--- src/rtl/ram_bus_serializer.sv ---
// rtl/ram_bus_serializer.sv - word request to 8-bit bus cycle serializer with read assembly and I/O hold
module ram_bus_serializer #(
    parameter logic [1:0] IO_HI = 2'b11
) (
    input  logic        clk,
    input  logic        rst,
    input  logic        rdy,
    input  logic        req_valid_i,
    output logic        req_ready_o,
    input  logic        req_wr_i,
    input  logic [31:0] req_addr_i,
    input  logic [1:0]  req_size_i,
    input  logic        req_signed_i,
    input  logic [31:0] req_data_i,
    output logic        resp_valid_o,
    output logic [31:0] resp_data_o,
    input  logic [7:0]  ram_data_i,
    output logic [7:0]  ram_data_o,
    output logic [31:0] ram_addr_o,
    output logic        ram_wr_o,
    input  logic        io_buffer_full_i
);

    typedef enum logic [1:0] {
        S_IDLE  = 2'd0,
        S_READ  = 2'd1,
        S_WRITE = 2'd2
    } state_t;

    state_t      r_state;
    logic [31:0] r_base;
    logic [31:0] r_wdata;
    logic [31:0] r_acc;
    logic [1:0]  r_size;
    logic [2:0]  r_n;
    logic [2:0]  r_cnt;
    logic        r_signed;
    logic        r_rdy_prev;
    logic        r_resp_valid;
    logic [31:0] r_resp_data;

    logic [31:0] w_addr_cur;
    logic [31:0] w_addr_prev;
    logic        w_reissue;
    logic        w_hold;
    logic [7:0]  w_wbyte;
    logic [31:0] w_assembled;
    logic [31:0] w_extended;

    assign w_addr_cur  = r_base + {29'd0, r_cnt};
    assign w_addr_prev = w_addr_cur - 32'd1;
    // The byte addressed just before a pause came back while paused and was lost,
    // so the first cycle after the pause drives that address again.
    assign w_reissue   = (r_state == S_READ) && (r_cnt != 3'd0) && !r_rdy_prev;
    assign w_hold      = (r_state == S_WRITE) && (r_cnt < r_n) &&
                         (w_addr_cur[17:16] == IO_HI) && io_buffer_full_i;
    assign w_wbyte     = r_wdata[{r_cnt[1:0], 3'b000} +: 8];

    assign req_ready_o  = (r_state == S_IDLE);
    assign resp_valid_o = r_resp_valid;
    assign resp_data_o  = r_resp_data;

    // Merge the byte arriving this cycle into accumulator slot c-1.
    always_comb begin
        w_assembled = r_acc;
        case (r_cnt)
            3'd1:    w_assembled[7:0]   = ram_data_i;
            3'd2:    w_assembled[15:8]  = ram_data_i;
            3'd3:    w_assembled[23:16] = ram_data_i;
            3'd4:    w_assembled[31:24] = ram_data_i;
            default: w_assembled = r_acc;
        endcase
    end

    // Sign- or zero-extend byte/half results; words pass through.
    always_comb begin
        w_extended = w_assembled;
        case (r_size)
            2'd0:    w_extended = {{24{r_signed & w_assembled[7]}}, w_assembled[7:0]};
            2'd1:    w_extended = {{16{r_signed & w_assembled[15]}}, w_assembled[15:0]};
            default: w_extended = w_assembled;
        endcase
    end

    // Bus drive: idle outside transfers and whenever the core is paused.
    always_comb begin
        ram_addr_o = 32'd0;
        ram_data_o = 8'd0;
        ram_wr_o   = 1'b0;
        if (rdy) begin
            case (r_state)
                S_READ: begin
                    if (w_reissue) begin
                        ram_addr_o = w_addr_prev;
                    end else if (r_cnt < r_n) begin
                        ram_addr_o = w_addr_cur;
                    end
                end
                S_WRITE: begin
                    if (r_cnt < r_n) begin
                        ram_addr_o = w_addr_cur;
                        ram_data_o = w_wbyte;
                        ram_wr_o   = !w_hold;
                    end
                end
                default: begin
                    ram_addr_o = 32'd0;
                end
            endcase
        end
    end

    // Request sequencing: accept, step through bytes, pulse the response.
    always_ff @(posedge clk) begin
        if (rst) begin
            r_state      <= S_IDLE;
            r_base       <= 32'd0;
            r_wdata      <= 32'd0;
            r_acc        <= 32'd0;
            r_size       <= 2'd0;
            r_n          <= 3'd0;
            r_cnt        <= 3'd0;
            r_signed     <= 1'b0;
            r_rdy_prev   <= 1'b1;
            r_resp_valid <= 1'b0;
            r_resp_data  <= 32'd0;
        end else begin
            r_rdy_prev   <= rdy;
            r_resp_valid <= 1'b0;
            r_resp_data  <= 32'd0;
            if (rdy) begin
                case (r_state)
                    S_IDLE: begin
                        if (req_valid_i) begin
                            r_base   <= req_addr_i;
                            r_wdata  <= req_data_i;
                            r_size   <= req_size_i;
                            r_signed <= req_signed_i;
                            r_cnt    <= 3'd0;
                            r_acc    <= 32'd0;
                            case (req_size_i)
                                2'd0:    r_n <= 3'd1;
                                2'd1:    r_n <= 3'd2;
                                default: r_n <= 3'd4;
                            endcase
                            r_state  <= req_wr_i ? S_WRITE : S_READ;
                        end
                    end
                    S_READ: begin
                        if (!w_reissue) begin
                            if (r_cnt == 3'd0) begin
                                r_cnt <= 3'd1;
                            end else begin
                                r_acc <= w_assembled;
                                if (r_cnt == r_n) begin
                                    r_state      <= S_IDLE;
                                    r_resp_valid <= 1'b1;
                                    r_resp_data  <= w_extended;
                                end else begin
                                    r_cnt <= r_cnt + 3'd1;
                                end
                            end
                        end
                    end
                    S_WRITE: begin
                        if (r_cnt == r_n) begin
                            r_state      <= S_IDLE;
                            r_resp_valid <= 1'b1;
                        end else if (!w_hold) begin
                            r_cnt <= r_cnt + 3'd1;
                        end
                    end
                    default: begin
                        r_state <= S_IDLE;
                    end
                endcase
            end
        end
    end

endmodule
--- config.mk ---
export PLATFORM = sky130hd
export DESIGN_NAME = ram_bus_serializer
export DESIGN_NICKNAME = d
export VERILOG_FILES = /design/src/rtl/ram_bus_serializer.sv
export SDC_FILE = /design/constraint.sdc
export NUM_CORES = 1
export LEC_CHECK = 0
export ABC_CLOCK_PERIOD_IN_PS = 9600
export CORE_MARGIN = 2
export CORE_UTILIZATION = 56
export DETAILED_ROUTE_END_ITERATION = 10
export PLACE_DENSITY_LB_ADDON = 0.08
export SYNTH_ARGS = -nofsm -noshare
export SYNTH_HDL_FRONTEND = slang
export SYNTH_SLANG_ARGS = --single-unit
--- constraint.sdc ---
create_clock -name clk -period 9.6 [get_ports clk]
set_input_delay 1.92 -clock clk [delete_from_list [all_inputs] [get_ports clk]]
set_output_delay 1.92 -clock clk [all_outputs]
set_load 0.05 [all_outputs]
==> flow_metrics.py, run 1 <==
metrics = {
    "drt": {
        "vias": 7462,
        "routed_wl_mm": 20.4,
        "drt_first_iter_violations": 548,
        "final_antenna_net_count": 0,
        "detail_route.first_pass.iterations": 5,
        "via_per_inst": 5.72,
        "wl_per_cell_um": 15.7,
        "drc": 0,
    },
    "synth": {
        "synthCells": 1009,
        "async_flop_share": 0,
        "synthMuxAreaShare": 0.0564,
        "synthDistinctLibCells": 66,
        "synth_top_cell_area_share": 0.369,
        "synth-compound-area-share": 0.180,
        "syn_nets": 1106,
        "netlist.top_cell.by_area": "dfxtp_1",
        "synth_ff_type": "dfxtp_1",
        "yosys_register_bits": 141,
        "synth-xor-area-share": 0.0526,
        "yosys-top-cells-area": "dfxtp_1 37%, nand2_1 11%, a21oi_1 8.2%",
        "netlist_area_sq_um": 7660,
        "yosys_warnings": 0,
        "synth_edf_count": 0,
        "synthSimpleGateAreaFrac": 0.271,
        "synth_area_per_cell_sq_um": 7.59,
        "synth_fa_ha_area_frac": 0.0271,
        "synth_top_family_by_area": "simple AND/OR/NAND/NOR gates",
        "synth_seq_area_share": 0.369,
    },
    "finish": {
        "seq_area_sq_um": 2820,
        "drive_gt1_frac": 0.0727,
        "final_area_sq_um": 9780,
        "instances_no_fill": 1304,
        "final_cell_mix": "233 x nand2_1, 154 x clkdlybuf4s50_1, 141 x dfxtp_1",
        "n_fill_cell": 1025,
        "final_common_cell": "nand2_1",
        "utilization": 0.736,
        "multi_input_area_sq_um": 4510,
        "final_nets": 1212,
        "diodes": 0,
        "syn2layout_area_growth_pct": 27.7,
    },
    "clocking": {
        "cts_buffers": 17,
        "htreeDepth": 4,
        "cts-root-buf": "clkbuf_16",
        "cts_setup_buffers": 0,
        "clk_latency_ns": 0.42,
        "cts_sinks": 141,
        "clockBufferDepth": 2,
        "hold_buffers": 0,
        "clkTransAtPathRegs_ns": 0.06,
        "cts_tree": "built",
        "ctsResizeCount": 0,
    },
    "sta": {
        "max_slew_margin": 0.456,
        "slew_viol_final": 0,
        "skew_ns": 0.00880,
        "timing.final.crit_period_ns": 7.29,
        "fmax_ghz": 0.137,
        "fin_tns_setup_ns": 0,
        "setup_violations": 0,
        "rsz0062_at_grt": "false",
        "holdWs_ns": 0.452,
        "final-hold-violation-count": 0,
        "worst_slew_pin_slew_ns": 0.814,
        "fin_crit_sh": 0.759,
    },
    "power_and_ir_drop": {
        "intPower_mw": 1.08,
        "pwr-share-comb": 0.135,
        "p_per_area_nw_per_um2": 151,
        "vdd_drop_max_mv": 0.130,
        "seqPwrFrac": 0.421,
        "p_sw_mw": 0.392,
        "power_leakage_nw": 3.40,
        "clockPowerShare": 0.444,
        "p_sw_frac": 0.266,
    },
    "place": {
        "placedCellCount": 1272,
        "hpwlAfterDp_mm": 14.4,
        "port_buffers": 155,
        "gp_congestion": 1.01,
        "place_area_sq_um": 9190,
    },
    "min_path": {
        "hold_start": "r_wdata[6]$_SDFFE_PP0P_",
        "whs_path_depth": 2,
        "hold_path_class": "reg2reg",
    },
    "run": {
        "maxCapViolations": 0,
    },
    "setup_path": {
        "critPathRequiredTime_ns": 7.68,
        "worst-r2r-cell-count": 10,
        "r2r-start": "r_cnt[0]$_SDFFE_PP0P_",
        "arrival_ns": 5.37,
        "cp-end-kind": "output port",
        "cp_max_fo": 12,
        "crit_type": "reg2out",
        "r2r_setup_slack_ns": 5.99,
        "worstReg2RegEnd": "r_cnt[2]$_SDFFE_PP0P_",
        "cp-start-kind": "flip-flop",
        "crit_start": "r_cnt[0]$_SDFFE_PP0P_",
        "setup.worst_path.end": "ram_addr_o[30]",
    },
    "global_routing": {
        "grt_use_met1": 0.371,
        "grt-ovfl-total": 0,
        "grt_usage": 0.283,
        "grt_util_met2": 0.483,
        "antenna_found_initial": 0,
        "grt_pass1_vias": 6965,
        "grt_max_degree": 79,
        "grt_pass1_wl_mm": 34.0,
        "grtUsageMet3": 0.0404,
        "gr-max-usage-layer": "met2",
    },
    "floorplanning": {
        "boundaryPins": 156,
        "die-area_sq_um": 14600,
        "die_w_um": 121,
        "initial_core_util": 0.576,
        "row_count": 42,
        "core_sq_um": 13300,
        "fp.dieH_um": 121,
    },
    "run_status": {
        "status": "complete, no violations",
    },
}
## cells by family after synthesis
family | after synthesis
xor+xnor | 46
mux | 31
flops | 141
fa+ha+maj | 16
compound gates | 226
buf+inv | 87
simple gates | 462
## worst max-delay path, cell delays in order, from the launching register on
cell,delay (ns)
dfxtp_1,0.78
ha_1,0.36
fa_1,0.30
a21oi_2,0.14
or4_1,0.63
xnor2_1,0.22
or4_1,0.50
a2111oi_4,0.60
nand2_2,0.10
or3b_1,0.36
a211o_1,0.29
clkdlybuf4s50_1,0.69
## power groups by stage
stage | clock network, mW | registers [mW] | logic, mW
floorplan | 0 | 0.622 | 0.139
global placement | 0 | 0.632 | 0.193
detailed placement | 0 | 0.633 | 0.197
CTS | 0.659 | 0.620 | 0.198
global route | 0.685 | 0.623 | 0.218
finish | 0.655 | 0.621 | 0.199
## sequential cells by signal, indices dropped and copies added (netlist names)
| register | flops |
|---|---|
| r_signed | 1 |
| resp_valid_o | 1 |
| resp_data_o | 32 |
| r_rdy_prev | 1 |
| r_state | 2 |
| r_n | 3 |
| r_size | 2 |
| r_acc | 32 |
| r_wdata | 32 |
| r_base | 32 |
| r_cnt | 3 |
## metrics by stage
stage | total power [mW] | worst slack, ns
floorplan | 0.762 | 3.66
finish | 1.47 | 2.31
global route | 1.53 | 1.96
CTS | 1.48 | 2.26
global placement | 0.825 | 2.82
detailed placement | 0.830 | 2.74
## synthesized netlist by cell type, types with 3 or more instances
library cell and count:
nor3_1 24, mux2_2 17, mux4_2 8, and4bb_2 3
or4_1 4, ha_1 15, inv_1 14, o21ai_0 14
clkbuf_1 62, nand4_1 10, buf_2 7, o31ai_1 5
a211oi_1 3, nand2_1 233, nor4_1 6, xnor2_1 31
or2_2 7, a22oi_1 33, or3_1 3, a21o_1 5
nor2b_1 11, and2_1 4, a21oi_1 125, buf_1 3
xor2_1 15, nor2_1 98, nand3_1 25, mux2i_1 6
and3_1 10, dfxtp_1 141, and4_1 6, nor3b_1 3
o22ai_1 12, a31oi_1 5
## area by class of cell
type,count,share of cell area
Clock buffer,19,0.0453
Clock inverter,13,0.0156
Inverter,14,0.00537
Multi-Input combinational cell,781,0.461
Sequential cell,141,0.289
Tap cell,176,0.0225
Timing Repair Buffer,160,0.162
## layer usage
| metal | share of wire | up-vias |
|---|---|---|
| met5 | 0 | - |
| met4 | 0.017 | 0 |
| met3 | 0.057 | 29 |
| met2 | 0.48 | 263 |
| met1 | 0.44 | 3457 |
| li1 | - | 3713 |
## worst min path at each step
stage	endpoint	slack, ns
after floorplan	r_n[1]$_SDFFE_PP0P_	0.43
after global placement	r_wdata[15]$_SDFFE_PP0P_	0.44
after detailed placement	r_wdata[22]$_SDFFE_PP0P_	0.45
after CTS	r_wdata[22]$_SDFFE_PP0P_	0.45
after global routing	r_wdata[16]$_SDFFE_PP0P_	0.47
final	r_wdata[6]$_SDFFE_PP0P_	0.45
(Power assumes the default switching activity.)
==> run 2, diff against run 1 <==
Settings changed: ABC_CLOCK_PERIOD_IN_PS 9600 to 6400, CORE_UTILIZATION 56 to 47.
Clock period 9.6 ns to 6.4 ns, I/O delays scaled along.
==> flow_metrics.py, run 2 (synthesized netlist as in run 1, its figures left out) <==
metrics = {
    "run_status": {
        "status": "complete, no violations",
    },
    "floorplanning": {
        "initial_core_util": 0.482,
        "die-area_sq_um": 17300,
        "boundaryPins": 156,
        "die_w_um": 132,
        "core_sq_um": 15900,
        "fp.dieH_um": 132,
        "row_count": 46,
    },
    "setup_path": {
        "cp_max_fo": 8,
        "cp-start-kind": "flip-flop",
        "cp-end-kind": "output port",
        "crit_type": "reg2out",
        "arrival_ns": 4.77,
        "r2r-start": "r_cnt[2]$_SDFFE_PP0P_",
        "critPathRequiredTime_ns": 5.12,
        "r2r_setup_slack_ns": 3.47,
        "worst-r2r-cell-count": 9,
        "worstReg2RegEnd": "r_cnt[0]$_SDFFE_PP0P_",
        "setup.worst_path.end": "ram_addr_o[30]",
        "crit_start": "r_base[0]$_SDFFE_PP0P_",
    },
    "global_routing": {
        "grt_pass1_vias": 6911,
        "grt_usage": 0.238,
        "grt_pass1_wl_mm": 34.1,
        "grt_max_degree": 72,
        "antenna_found_initial": 0,
        "grt-ovfl-total": 0,
    },
    "clocking": {
        "clkTransAtPathRegs_ns": 0.05,
        "cts_tree": "built",
        "cts_sinks": 141,
        "clk_latency_ns": 0.41,
        "hold_buffers": 0,
        "cts-root-buf": "clkbuf_16",
        "htreeDepth": 4,
        "cts_setup_buffers": 0,
        "ctsResizeCount": 0,
        "clockBufferDepth": 2,
        "cts_buffers": 17,
    },
    "finish": {
        "n_fill_cell": 1488,
        "diodes": 0,
        "final_common_cell": "nand2_1",
        "final_nets": 1215,
        "drive_gt1_frac": 0.0769,
        "final_cell_mix": "233 x nand2_1, 151 x clkdlybuf4s50_1, 141 x dfxtp_1",
        "utilization": 0.622,
        "syn2layout_area_growth_pct": 29.1,
    },
    "place": {
        "hpwlAfterDp_mm": 14.6,
        "port_buffers": 155,
        "gp_congestion": 0.946,
    },
    "drt": {
        "drc": 0,
        "vias": 7342,
        "final_antenna_net_count": 0,
        "detail_route.first_pass.iterations": 5,
        "via_per_inst": 5.45,
        "wl_per_cell_um": 15.4,
        "routed_wl_mm": 20.7,
        "drt_first_iter_violations": 511,
    },
    "sta": {
        "skew_ns": 0.00736,
        "timing.final.crit_period_ns": 6.05,
        "final-hold-violation-count": 0,
        "fin_tns_setup_ns": 0,
        "fmax_ghz": 0.165,
        "fin_crit_sh": 0.945,
        "slew_viol_final": 0,
        "max_slew_margin": 0.472,
        "setup_violations": 0,
        "worst_slew_pin_slew_ns": 0.787,
        "rsz0062_at_grt": "false",
    },
    "power_and_ir_drop": {
        "p_per_area_nw_per_um2": 230,
        "vdd_drop_max_mv": 0.184,
        "power_leakage_nw": 3.44,
    },
    "run": {
        "maxCapViolations": 0,
    },
    "min_path": {
        "hold_path_class": "reg2reg",
    },
}
-- run 2: per-layer routing --
metal | part of all wire | up-vias | global-route usage
li1 | - | 3716 | -
met1 | 0.46 | 3368 | 0.312
met2 | 0.46 | 228 | 0.391
met3 | 0.060 | 30 | 0.0505
met4 | 0.019 | 0 | 0.0773
met5 | 0 | - | 0
-- run 2: how the worst min path moves through the flow --
stage,start,end,depth (start not counted)
floorplan,r_n[1]$_SDFFE_PP0P_,r_n[1]$_SDFFE_PP0P_,2
global placement,r_wdata[20]$_SDFFE_PP0P_,r_wdata[20]$_SDFFE_PP0P_,2
detailed placement,r_wdata[27]$_SDFFE_PP0P_,r_wdata[27]$_SDFFE_PP0P_,2
CTS,r_wdata[27]$_SDFFE_PP0P_,r_wdata[27]$_SDFFE_PP0P_,2
global route,r_wdata[25]$_SDFFE_PP0P_,r_wdata[25]$_SDFFE_PP0P_,2
finish,r_wdata[12]$_SDFFE_PP0P_,r_wdata[12]$_SDFFE_PP0P_,2
-- run 2: through the flow --
step	hold WS, ns	power (mW)	std cells	instance area, sq um	worst slack, ns
2_1_floorplan	0.432	1.14	1009	7660	1.10
5_1_grt	0.470	2.37	1347	9880	0.0929
3_3_place_gp	0.441	1.24	1315	9250	0.860
3_5_place_dp	0.446	1.24	1315	9250	0.818
6_report	0.452	2.27	1347	9880	0.351
4_1_cts	0.455	2.29	1347	9880	0.353
-- run 2: layout make-up --
| class | instances | area, sq um | area share |
|---|---|---|---|
| multi-input combinational | 781 | 4510 | 0.456 |
| sequential | 141 | 2820 | 0.286 |
| timing repair buffer | 163 | 1600 | 0.162 |
| clock buffer | 20 | 447 | 0.0452 |
| tap | 216 | 270 | 0.0273 |
| clock inverter | 12 | 185 | 0.0187 |
| inverter | 14 | 52.6 | 0.00532 |
-- run 2: where the power goes --
group          switching (mW)  internal [mW]  leakage (nW)  total (mW)
logic                   0.168          0.130          1.99       0.299
clock network           0.376          0.667         0.306        1.04
registers              0.0276          0.902          1.14       0.930
total                   0.572           1.70          3.44        2.27
-- run 2: worst max-delay path, cell delays in order, from the launching register on --
cell and delay, ns:
dfxtp_1 0.33, ha_1 0.22, fa_1 0.29, a21oi_2 0.13, or4_1 0.62, xnor2_1 0.20
or4_1 0.50, a2111oi_4 0.58, nand2_2 0.11, or3b_1 0.37, a211o_1 0.30, clkdlybuf4s50_1 0.70
==> run 3, diff against run 2 <==
Settings changed: CORE_UTILIZATION 47 to 39, REMOVE_ABC_BUFFERS set to 1.
==> flow_metrics.py, run 3 (synthesized netlist as in run 1, its figures left out) <==
metrics = {
    "run_status": {
        "status": "complete, no violations",
    },
    "place": {
        "place_area_sq_um": 9310,
        "gp_congestion": 0.833,
        "hpwlAfterDp_mm": 15.5,
        "port_buffers": 155,
    },
    "finish": {
        "final_cell_mix": "233 x nand2_1, 145 x clkdlybuf4s50_1, 141 x dfxtp_1",
        "syn2layout_area_growth_pct": 28.9,
        "final_area_sq_um": 9870,
        "n_fill_cell": 1920,
        "final_common_cell": "nand2_1",
        "seq_area_sq_um": 2820,
        "multi_input_area_sq_um": 4510,
        "drive_gt1_frac": 0.0831,
        "final_nets": 1216,
    },
    "drt": {
        "drt_first_iter_violations": 460,
        "final_antenna_net_count": 0,
        "detail_route.first_pass.iterations": 7,
        "wl_per_cell_um": 16.0,
        "routed_wl_mm": 22.4,
        "via_per_inst": 5.29,
        "vias": 7394,
        "drc": 0,
    },
    "sta": {
        "max_slew_margin": 0.373,
        "fin_tns_setup_ns": 0,
        "fin_crit_sh": 0.932,
        "holdWs_ns": 0.451,
        "worst_slew_pin_slew_ns": 0.939,
        "fmax_ghz": 0.168,
        "final-hold-violation-count": 0,
        "setup_violations": 0,
        "skew_ns": 0.00885,
        "timing.final.crit_period_ns": 5.96,
        "rsz0062_at_grt": "false",
        "slew_viol_final": 0,
    },
    "floorplanning": {
        "die-area_sq_um": 20800,
        "boundaryPins": 156,
        "core_sq_um": 19300,
        "die_w_um": 144,
        "row_count": 51,
        "fp.dieH_um": 144,
        "initial_core_util": 0.396,
    },
    "setup_path": {
        "path_cells": "ha_1 > a211oi_1 > nor4_1 > xnor2_1 > o221ai_1 > nor3_2 > nand4bb_1 > or4_1 > a31o_1 > clkdlybuf4s50_1",
        "arrival_ns": 4.68,
        "cp-start-kind": "flip-flop",
        "cp-end-kind": "output port",
        "r2r_setup_slack_ns": 3.43,
        "cp_max_fo": 9,
        "crit_path_top_delay_cell": "clkdlybuf4s50_1",
        "worst-path-buf-inv": 1,
        "critPathRequiredTime_ns": 5.12,
        "crit_type": "reg2out",
        "crit_family": "simple AND/OR/NAND/NOR gates",
        "slowest_delay_ns": 0.69,
    },
    "clocking": {
        "cts-root-buf": "clkbuf_16",
        "clkTransAtPathRegs_ns": 0.06,
        "cts_setup_buffers": 0,
        "clk_latency_ns": 0.42,
        "clockBufferDepth": 2,
        "cts_sinks": 141,
        "htreeDepth": 4,
        "cts_tree": "built",
        "ctsResizeCount": 0,
        "hold_buffers": 0,
        "cts_buffers": 17,
    },
    "power_and_ir_drop": {
        "power_leakage_nw": 3.42,
        "vdd_drop_max_mv": 0.164,
        "p_per_area_nw_per_um2": 223,
    },
    "run": {
        "maxCapViolations": 0,
    },
    "global_routing": {
        "grt_max_degree": 68,
        "grt_pass1_wl_mm": 35.5,
        "grt-ovfl-total": 0,
        "grt_usage": 0.216,
        "grt_pass1_vias": 6799,
        "antenna_found_initial": 0,
    },
    "min_path": {
        "hold_path_class": "reg2reg",
    },
}
[run 3: final cells by class]
class / instances / share of cell area
clock inverter: 13 / 0.0134
inverter: 14 / 0.00532
antenna: 1 / 0.000254
clock buffer: 18 / 0.0435
sequential: 141 / 0.286
timing repair buffer: 164 / 0.161
multi-input combinational: 781 / 0.456
tap: 265 / 0.0336
[run 3: power by group]
group / internal (mW) / switching [mW] / leakage (nW)
Combinational: 0.131 / 0.172 / 2.00
Sequential: 0.902 / 0.0281 / 1.14
Clock: 0.543 / 0.424 / 0.268
Total: 1.58 / 0.624 / 3.42
[run 3: through the flow]
step | instances | setup slack (ns) | power [mW] | utilization
floorplan | 936 | 0.710 | 1.12 | -
global placement | 1365 | 0.940 | 1.25 | 0.481
detailed placement | 1365 | 0.894 | 1.25 | 0.481
CTS | 1396 | 0.437 | 2.22 | 0.510
global route | 1396 | 0.00701 | 2.29 | 0.510
finish | 1397 | 0.435 | 2.20 | 0.511
[run 3: layer usage]
| metal | part of all wire | track usage | vias to the layer above |
|---|---|---|---|
| li1 | - | - | 3713 |
| met2 | 0.47 | 0.350 | 190 |
| met4 | 0.012 | 0.0562 | 0 |
| met3 | 0.048 | 0.0497 | 18 |
| met1 | 0.47 | 0.290 | 3473 |
| met5 | 0 | 0 | - |
[run 3: path summary, 6_finish.rpt]
kind	cells past startpoint	to	start
worst max-delay path	10	ram_addr_o[29]	r_cnt[2]$_SDFFE_PP0P_
worst min-delay path	2	r_n[1]$_SDFFE_PP0P_	r_n[1]$_SDFFE_PP0P_
worst max register to register	9	r_cnt[0]$_SDFFE_PP0P_	r_cnt[2]$_SDFFE_PP0P_
worst min register to register	2	r_n[1]$_SDFFE_PP0P_	r_n[1]$_SDFFE_PP0P_
[run 3: worst reg2reg max path, stage by stage (launching register included)]
cell and delay (ns):
dfxtp_1 0.48, ha_1 0.36, or2_2 0.31, nand3_1 0.26, nor4_1 0.11, xnor2_1 0.53, nor3_1 0.20, nor2_1 0.30
o2111ai_1 0.15, a21oi_1 0.19
